--- config.mk ---
export PLATFORM = sky130hd
export DESIGN_NAME = spm_ctrl
export DESIGN_NICKNAME = d
export VERILOG_FILES = /design/src/rtl/spm_ctrl.sv
export SDC_FILE = /design/constraint.sdc
export NUM_CORES = 1
export LEC_CHECK = 0
export BUFFER_PORTS_ARGS = -buffer_cell sky130_fd_sc_hd__buf_2
export CAP_MARGIN = 5
export CORE_MARGIN = 8
export CORE_UTILIZATION = 37
export DETAILED_ROUTE_END_ITERATION = 16
export GPL_TIMING_DRIVEN = 0
export PLACE_DENSITY = 0.62
export SYNTH_ARGS = -nofsm -noshare
export SYNTH_HDL_FRONTEND = slang
export SYNTH_SLANG_ARGS = --single-unit
--- constraint.sdc ---
create_clock -name clk -period 5.15 [get_ports clk]
set_clock_uncertainty 0.05 [all_clocks]
set_input_delay 0 -clock clk [delete_from_list [all_inputs] [get_ports clk]]
set_output_delay 0 -clock clk [all_outputs]
set_load 0.005 [all_outputs]
--- src/rtl/spm_ctrl.sv ---
// spm_ctrl: sequencer for one serial/parallel multiplier (spm) datapath.
// Holds the multiplicand on spm.x. Streams the sign-extended multiplier
// LSB-first into spm.y and shifts the serial product from spm.p into a
// 2*size-bit result, which is returned over a valid/ready handshake.
module spm_ctrl #(
    parameter int unsigned size = 32
) (
    input  logic              clk,
    input  logic              rst_n,
    input  logic              abort,
    input  logic              in_valid,
    output logic              in_ready,
    input  logic [size-1:0]   mc,
    input  logic [size-1:0]   mp,
    output logic              out_valid,
    input  logic              out_ready,
    output logic [2*size-1:0] prod,
    output logic              busy,
    output logic              spm_rst,
    output logic [size-1:0]   spm_x,
    output logic              spm_y,
    input  logic              spm_p
);

    localparam int unsigned CntW = $clog2(2 * size + 1);
    localparam logic [CntW-1:0] CntLast = CntW'(2 * size);
    localparam logic [CntW-1:0] CntSize = CntW'(size);

    typedef enum logic [1:0] {
        StIdle,
        StRun,
        StDone
    } state_e;

    state_e            state_q, state_d;
    logic [CntW-1:0]   cnt_q, cnt_d;
    logic [size-1:0]   mp_q, mp_d;
    logic [size-1:0]   x_q, x_d;
    logic              y_q, y_d;
    logic              srst_q, srst_d;
    logic [2*size-1:0] prod_q, prod_d;
    logic [size-1:0]   mp_shr;

    // Next-state, counter, serial-bit and product-capture logic.
    always_comb begin
        state_d = state_q;
        cnt_d   = cnt_q;
        mp_d    = mp_q;
        x_d     = x_q;
        y_d     = 1'b0;
        prod_d  = prod_q;
        mp_shr  = '0;

        if (abort) begin
            // Flush wins over everything, including a same-cycle in_valid.
            state_d = StIdle;
            cnt_d   = '0;
        end else begin
            unique case (state_q)
                StIdle: begin
                    if (in_valid) begin
                        x_d     = mc;
                        mp_d    = mp;
                        cnt_d   = '0;
                        // First serial bit must be on spm.y during cnt=0.
                        y_d     = mp[0];
                        state_d = StRun;
                    end
                end
                StRun: begin
                    // spm.p carries product bit k while cnt=k+1.
                    if (cnt_q != '0) begin
                        prod_d = {spm_p, prod_q[2*size-1:1]};
                    end
                    cnt_d = cnt_q + CntW'(1);
                    if (cnt_q == CntLast) begin
                        state_d = StDone;
                    end else if (cnt_d < CntSize) begin
                        mp_shr = mp_q >> cnt_d;
                        y_d    = mp_shr[0];
                    end else if (cnt_d < CntLast) begin
                        // Sign extension of the multiplier.
                        y_d = mp_q[size-1];
                    end else begin
                        y_d = 1'b0;
                    end
                end
                StDone: begin
                    if (out_ready) begin
                        state_d = StIdle;
                    end
                end
                default: begin
                    state_d = StIdle;
                end
            endcase
        end

        // Datapath is held cleared whenever the next state is not RUN.
        srst_d = (state_d != StRun);
    end

    // State and datapath registers with asynchronous active-low reset.
    always_ff @(posedge clk or negedge rst_n) begin
        if (!rst_n) begin
            state_q <= StIdle;
            cnt_q   <= '0;
            mp_q    <= '0;
            x_q     <= '0;
            y_q     <= 1'b0;
            srst_q  <= 1'b1;
            prod_q  <= '0;
        end else begin
            state_q <= state_d;
            cnt_q   <= cnt_d;
            mp_q    <= mp_d;
            x_q     <= x_d;
            y_q     <= y_d;
            srst_q  <= srst_d;
            prod_q  <= prod_d;
        end
    end

    assign in_ready  = (state_q == StIdle);
    assign out_valid = (state_q == StDone);
    assign busy      = (state_q == StRun) || (state_q == StDone);
    assign prod      = prod_q;
    assign spm_rst   = srst_q;
    assign spm_x     = x_q;
    assign spm_y     = y_q;

endmodule

# Word-level counts from Yosys, hierarchy flattened

Index checks and enable logic that the tools add are counted.

Output and inout bits: 101
Word-level logic and storage cells: 38
Bits of input ports: 70
Bits in registers: 139

Reductions and logical operators: 7
Equal/unequal tests: 5
Magnitude comparators: 2
Bitwise operators: 1
$add $sub $neg: 1
Shift-type cells: 1
Muxes and demuxes: 14

Operator list:

| operator                                                                      | count |
|---|---|
| 32-bit by 7-bit >> shifter with 1-bit output                                  | 1 |
| 7-bit 2-to-1 mux                                                              | 2 |
| 7-bit case mux with 2 select lines                                            | 1 |
| 2-bit 2-to-1 mux                                                              | 4 |
| 7-bit by 1-bit adder with 7-bit output (second input constant)                | 1 |
| 7-bit equality test (second input constant)                                   | 1 |
| 7-bit by 6-bit less-than comparator with 1-bit output (second input constant) | 1 |
| 7-bit less-than comparator (second input constant)                            | 1 |
| 7-bit nonzero test                                                            | 1 |
| 2-bit case mux with 3 select lines                                            | 1 |
| 3-bit AND reduction                                                           | 2 |
| 1-bit 2-to-1 mux                                                              | 5 |
| 3-bit != test (second input constant)                                         | 1 |
| 3-bit nonzero test                                                            | 1 |
| 2-bit by 1-bit equality test with 1-bit output (second input constant)        | 1 |
| 2-bit equality test (second input constant)                                   | 1 |
| 2-bit logical NOT                                                             | 1 |
| 2-bit by 1-bit != test with 1-bit output (second input constant)              | 1 |
| 1-bit case mux with 2 select lines                                            | 1 |
| 2-bit AND reduction                                                           | 1 |
| 1-bit logical OR                                                              | 1 |
| 1-bit NOT                                                                     | 1 |

# Depth between registers and ports, before layout

Gate-level depths: netlist of the first run.

Depth in word-level cells: 7
Mapped depth: 9
Mapped depth without buffers: 8

# Least setup slack after synthesis of the first run

No wires, ideal clock.

Kind: reg-to-reg
Start point: reg cnt_q[0]
End point: reg y_q, in the netlist spm_y
Cell stages (with the launch flop): 10
Setup time: 131 ps
Required time: 4,969 ps
Path slack: 2,897 ps
Period minus slack after synthesis: 2,253 ps
Path buffers: 2
Data arrival time: 2,071 ps
Path through: dfrtp_1 > buf_6 > clkinv_1 > ha_1 > dlymetal6s2s_1 > mux4_2 > mux2i_1 > nor3b_1 > nor3_1 > a22oi_1

Longest elaborated chain between the ends: 7
Elaborated cells on any way between the ends: 10
Classes of those cells: add/sub (1); order compare (2); eq/ne (1); shift (1); mux (5)

RTL lines:

| item                                   | line | source |
|---|---|---|
| start, declared                        | 36   | `logic [CntW-1:0] cnt_q, cnt_d;` |
| start signal, assigned                 | 115  | `cnt_q <= cnt_d;` |
| 7-bit by 1-bit adder with 7-bit output | 75   | `cnt_d = cnt_q + CntW'(1);` |
| 7-bit less-than comparator             | 81   | `end else if (cnt_d < CntLast) begin` |
| 1-bit 2-to-1 mux                       | 81   |  |
| 1-bit 2-to-1 mux                       | 78   | `end else if (cnt_d < CntSize) begin` |
| 1-bit 2-to-1 mux (*)                   | 76   | `if (cnt_q == CntLast) begin` |
| 1-bit case mux with 2 select lines (*) | 59   | `unique case (state_q)` |
| 1-bit 2-to-1 mux (*)                   | 54   | `if (abort) begin` |
| via y_d                                | 39   | `logic y_q, y_d;` |
| end signal, assigned                   | 118  | `y_q <= y_d;` |
| end, declared                          | 39   |  |

Mark *: on every way through the listed nets, which the timed path passes. The rest lies on a longest branch.
A chain may end at the register's enable or synchronous reset.

# Worst setup path after layout of the first run

Ends and elaborated chain as after synthesis.

==> qor.yml, run 1 <==
setup_path:
  cp_slowest_cell: "dlymetal6s2s_1"
  critPathBufInv: 3
  crit_required_ns: 5.40
  critical_path_class: "reg2reg"
  path_max_fanout: 10
  cp_data_arrival_time_ns: 3.07
  max_stage_delay_ns: 0.41
  cp-start-kind: "register"
  path_cells: "buf_6 -> clkinv_1 -> ha_1 -> dlymetal6s2s_1 -> nand2_1 -> nor4_1 -> a2111oi_0 -> or3_1 -> a22oi_1"
  cp-end-kind: "register"
  crit_family: "buffers and inverters"
pwr:
  total_power_w: 0.00278
  irDropWorstVdd_v: 0.000215
  p_per_area_nw_per_um2: 327
  p_leak_nw: 4.70
detailed_routing:
  drt_iter0_markers: 186
  dr.max_layer_used: "met4"
  wl_met1_mm: 6.62
  first_pass_iters: 5
  vias_per_cell: 4.60
  wl_met2_mm: 8.07
  vias: 4640
  wl_met3_um: 768
  drcViolationCount: 0
  wl_per_cell_um: 15.8
  antenna_left: 0
  finalWirelength_mm: 15.9
floorplanning:
  fp.dieH_um: 144
  placementRows: 47
  chipWidth_um: 144
  dieArea_um2: 20800
  num_io_pins: 171
  core-area_um2: 16300
  start_util_pct: 37.2
placement:
  post-place-ws_ns: 2.38
  routabilityCongestion: 0.802
  dp.cells: 908
  placed_area_um2: 7240
  dp_hpwl_mm: 11.0
  port_buffers: 170
sta:
  fmax_mhz: 355
  worstMarginPinSlew_ns: 0.610
  period_needed_ns: 2.82
  rsz0062_at_grt: "false"
  slew_violations: 0
  maxSlewHeadroom_pct: 59.3
  setup_viol: 0
  finalHoldViolations: 0
  finalSetupTns_ns: 0
  fin_ws_ns: 2.33
  finalCritPeriodShare_pct: 54.7
cells_and_area:
  areaGrowthSynthToFinish_pct: 39.7
  antenna_cells: 0
  drive_gt1_share_pct: 36.9
  fin_area_um2: 8500
  final_cells: 1009
  num-nets-final: 852
synthesis:
  post-synth-top-count-cell: "nand2_1"
  synth_edf_count: 0
  synth_top_area_share_pct: 56.8
  synthFlopType: "dfrtp_1"
  syn-num-nets: 593
  netlist_area_um2: 6080
  yosysWarnings: 0
  ys_top_cells_by_area: "dfrtp_1 (57%), mux2_4 (15%), nand2_1 (12%)"
  yosys-top-cells-count: "nand2_1 (198), dfrtp_1 (138), mux2_4 (60)"
  synth_area_leader_cell: "dfrtp_1"
  yosysSeqAreaShare_pct: 57.2
  netlist_instances: 517
  ys_types: 44
  synth-seq-cells: 139
  synthArstFlopShare_pct: 100
  avgSynthCellArea_um2: 11.8
global_routing:
  grt_pass1_vias: 5124
  grt_start_max_net_pins: 88
  gr-total-overflow: 0
  antenna_found_initial: 0
  grt_use_total_pct: 16.0
  grt_pass1_wl_mm: 26.0
clock_tree:
  cts-htree-levels: 4
  clk_latency_ns: 0.41
  post_cts_resized: 0
  cts_tree: "yes"
  clock-sinks: 139
  path_clk_slew_ns: 0.07
  numCtsBuffers: 17
  clockBufferDepth: 2
  post_cts.repair.setup_buffers: 0
  root_buffer: "clkbuf_16"
  cts_hold_buf: 69
worst_hold_path:
  hold_path.class: "in2async"
run_status:
  status: "finished clean"
flow_run:
  cap_violations: 0
[cells in the final DEF, fill, tap and decap left out, types with 3 or more instances in the layout]
cell type,n
nand2_1,198
buf_2,169
dfrtp_1,138
dlygate4sd3_1,69
mux2_4,60
clkbuf_16,17
clkbuf_1,14
buf_6,10
nor2_1,9
mux2_2,8
nor3_1,7
mux2i_1,7
a21oi_1,6
ha_1,6
inv_1,5
clkinvlp_4,5
inv_6,5
nor4_1,4
mux4_2,4
a22oi_1,4
nor2b_1,3
[state kept, by name, indices dropped and copies added (netlist names)]
register	flops
cnt_q	7
mp_q	32
prod	64
spm_rst	1
spm_x	32
spm_y	1
state_q	2
[per-layer routing]
layer  track usage [%]  vias up
met5                 0        -
met4              7.12        0
met3              4.66       33
met2              26.7      137
met1              18.8     2255
li1                  -     2215
[where the power goes]
group | switching (W) | leakage [nW] | internal, W
sequential | 0.0000565 | 1.83 | 0.00119
clock | 0.000500 | 0.262 | 0.000674
combinational | 0.000179 | 2.60 | 0.000173
[logic make-up after synthesis]
logic type,after synthesis,share of synthesized area (%)
compound gates,21,2.35
xor+xnor,5,0.967
fa+ha+maj,6,1.23
buf+inv,32,3.39
flops,139,57.2
mux,79,18.9
simple gates,235,15.9
[per-stage QoR]
step	hold WS (ns)	utilization, %
after CTS	0.0401	52.0
after global routing	0.0715	52.0
after detailed placement	-0.0746	44.3
final	0.0519	52.0
after floorplan	-0.346	-
after global placement	0.140	44.1
[path summary, 6_finish.rpt]
path,to,startpoint,cells past startpoint,slack (ns)
worst max-delay path,spm_y$_DFF_PN0_,cnt_q[0]$_DFFE_PN0P_,9,2.33
worst min-delay path,prod[19]$_DFFE_PN0P_,rst_n,2,0.05
worst max register to register,spm_y$_DFF_PN0_,cnt_q[0]$_DFFE_PN0P_,9,2.33
worst min register to register,spm_x[21]$_DFFE_PN0P_,spm_x[21]$_DFFE_PN0P_,2,0.42
max in group asynchronous,cnt_q[2]$_DFFE_PN0P_,rst_n,3,4.17
min in group clk,cnt_q[3]$_DFFE_PN0P_,abort,3,0.07
[final cells by class]
cell class                 instances  area, um^2
fill                            1497        7850
sequential                       139        3480
multi-input combinational        346        2400
timing repair buffer             240        1580
clock buffer                      18         429
tap                              220         275
buffer                            25         180
clock inverter                    14         136
inverter                           7        26.3
Note: power is estimated with default switching activity, not from simulation.
==> run 2, diff against run 1 <==
==> constraint.sdc (replaced) <==
create_clock -name clk -period 2.8 [get_ports clk]
set_clock_uncertainty 0.05 [all_clocks]
set_input_delay 0 -clock clk [delete_from_list [all_inputs] [get_ports clk]]
set_output_delay 0 -clock clk [all_outputs]
set_load 0.005 [all_outputs]
==> qor.yml, run 2 (synthesized netlist as in run 1, its figures left out) <==
clock_tree:
  cts_tree: "yes"
  cts-htree-levels: 4
  clk_latency_ns: 0.41
  numCtsBuffers: 17
  post_cts.repair.setup_buffers: 0
  path_clk_slew_ns: 0.07
  clock-sinks: 139
  root_buffer: "clkbuf_16"
  clockBufferDepth: 2
cells_and_area:
  final_cells: 1009
  areaGrowthSynthToFinish_pct: 39.6
  final_cell_mix: "nand2_1 (198), buf_2 (169), dfrtp_1 (138)"
  largest_reg_flops: 64
  antenna_cells: 0
  final_common_cell: "nand2_1"
  drive_gt1_share_pct: 37.0
  num-nets-final: 852
  n_fill_cell: 1499
detailed_routing:
  first_pass_iters: 5
  vias_per_cell: 4.61
  drt_iter0_markers: 177
  antenna_left: 0
  finalWirelength_mm: 15.9
  drcViolationCount: 0
  wl_per_cell_um: 15.7
  vias: 4652
global_routing:
  grt_pass1_vias: 5124
  grt_start_max_net_pins: 88
  antenna_found_initial: 0
  grt_pass1_wl_mm: 26.0
  grt_use_total_pct: 16.0
  gr-total-overflow: 0
setup_path:
  r2r_setup_slack_ns: 0.14
  r2r-end: "spm_y$_DFF_PN0_"
  cp-start-kind: "register"
  cp_data_arrival_time_ns: 2.91
  path_max_fanout: 10
  critical_path_class: "reg2reg"
  rr_worst_depth: 9
  cp-end-kind: "register"
  r2r_start: "cnt_q[0]$_DFFE_PN0P_"
  crit_required_ns: 3.05
sta:
  finalHoldViolations: 0
  rsz0062_at_grt: "false"
  period_needed_ns: 2.66
  maxSlewHeadroom_pct: 59.5
  slew_violations: 0
  whs_ns: 0.0519
  finalCritPeriodShare_pct: 95.1
  worstMarginPinSlew_ns: 0.608
  finalSetupTns_ns: 0
  fmax_mhz: 376
  fin_ws_ns: 0.137
  setup_viol: 0
pwr:
  p_comb_share_pct: 12.6
  irDropWorstVdd_v: 0.000396
  p_sw_w: 0.00135
  p_int_w: 0.00375
  p_per_area_nw_per_um2: 601
  power.share.switching_pct: 26.5
  p_leak_nw: 4.69
  p_seq_share_pct: 45.0
  p_clk_share_pct: 42.3
placement:
  dp_hpwl_mm: 11.0
  routabilityCongestion: 0.802
  post-place-ws_ns: 0.0250
  dp.cells: 908
  port_buffers: 170
floorplanning:
  start_util_pct: 37.2
  core-area_um2: 16300
  fp.dieH_um: 144
  num_io_pins: 171
  chipWidth_um: 144
  placementRows: 47
  dieArea_um2: 20800
run_status:
  status: "finished clean"
worst_hold_path:
  hold_path.class: "in2async"
flow_run:
  cap_violations: 0
run 2: cell types whose count changed in the layout (fill, tap and decap cells not counted):
cell            change
dlymetal6s2s_1      -1
clkbuf_2            +1
run 2: through the flow:
stage               power (W)  utilization (%)  cell area (um^2)
floorplan             0.00261                -              6080
CTS                   0.00518             52.0              8500
finish                0.00510             51.9              8490
detailed placement    0.00291             44.3              7240
global route          0.00539             51.9              8490
global placement      0.00288             44.1              7210
run 2: layout make-up:
cell class | instances | area, um^2 | area share (%)
clock inverter | 14 | 136 | 1.61
tap | 220 | 275 | 3.24
clock buffer | 18 | 429 | 5.05
inverter | 7 | 26.3 | 0.309
timing repair buffer | 240 | 1580 | 18.6
buffer | 25 | 173 | 2.03
sequential | 139 | 3480 | 41.0
multi-input combinational | 346 | 2400 | 28.2
run 2: per-layer routing:
layer | part of all wire, % | track usage [%]
met5 | 0 | 0
met4 | 2.9 | 7.12
met3 | 5.2 | 4.66
met2 | 51 | 26.7
met1 | 41 | 18.8
run 2: worst max-delay path, stage by stage (launching register included):
cell,delay (ns)
dfrtp_1,0.37
buf_6,0.19
clkinv_1,0.24
ha_1,0.40
clkbuf_2,0.27
nand2_1,0.09
nor4_1,0.20
a2111oi_0,0.10
or3_1,0.36
a22oi_1,0.26
run 2: power by group through the flow:
stage          clock (W)  sequential [W]  combinational [W]
6_report         0.00216         0.00230           0.000645
3_5_place_dp           0         0.00233           0.000579
5_1_grt          0.00234         0.00232           0.000729
3_3_place_gp           0         0.00232           0.000555
4_1_cts          0.00223         0.00230           0.000656
2_1_floorplan          0         0.00232           0.000285
run 2: timing repair:
item                       in CTS  in global routing
hold buffers                   69                  0
resized for setup               0                  1
hold endpoints to repair      207                  0
setup endpoints to repair       0                  1
run 2: how the worst max path moves through the flow:
stage	from	end	slack [ns]	depth (start not counted)
after global placement	rst_n	spm_x[5]$_DFFE_PN0P_	-0.12	1
after floorplan	cnt_q[0]$_DFFE_PN0P_	spm_y$_DFF_PN0_	0.55	9
after global routing	cnt_q[0]$_DFFE_PN0P_	spm_y$_DFF_PN0_	0.005	9
after detailed placement	cnt_q[0]$_DFFE_PN0P_	spm_y$_DFF_PN0_	0.03	9
after CTS	cnt_q[0]$_DFFE_PN0P_	spm_y$_DFF_PN0_	0.002	9
final	cnt_q[0]$_DFFE_PN0P_	spm_y$_DFF_PN0_	0.14	9
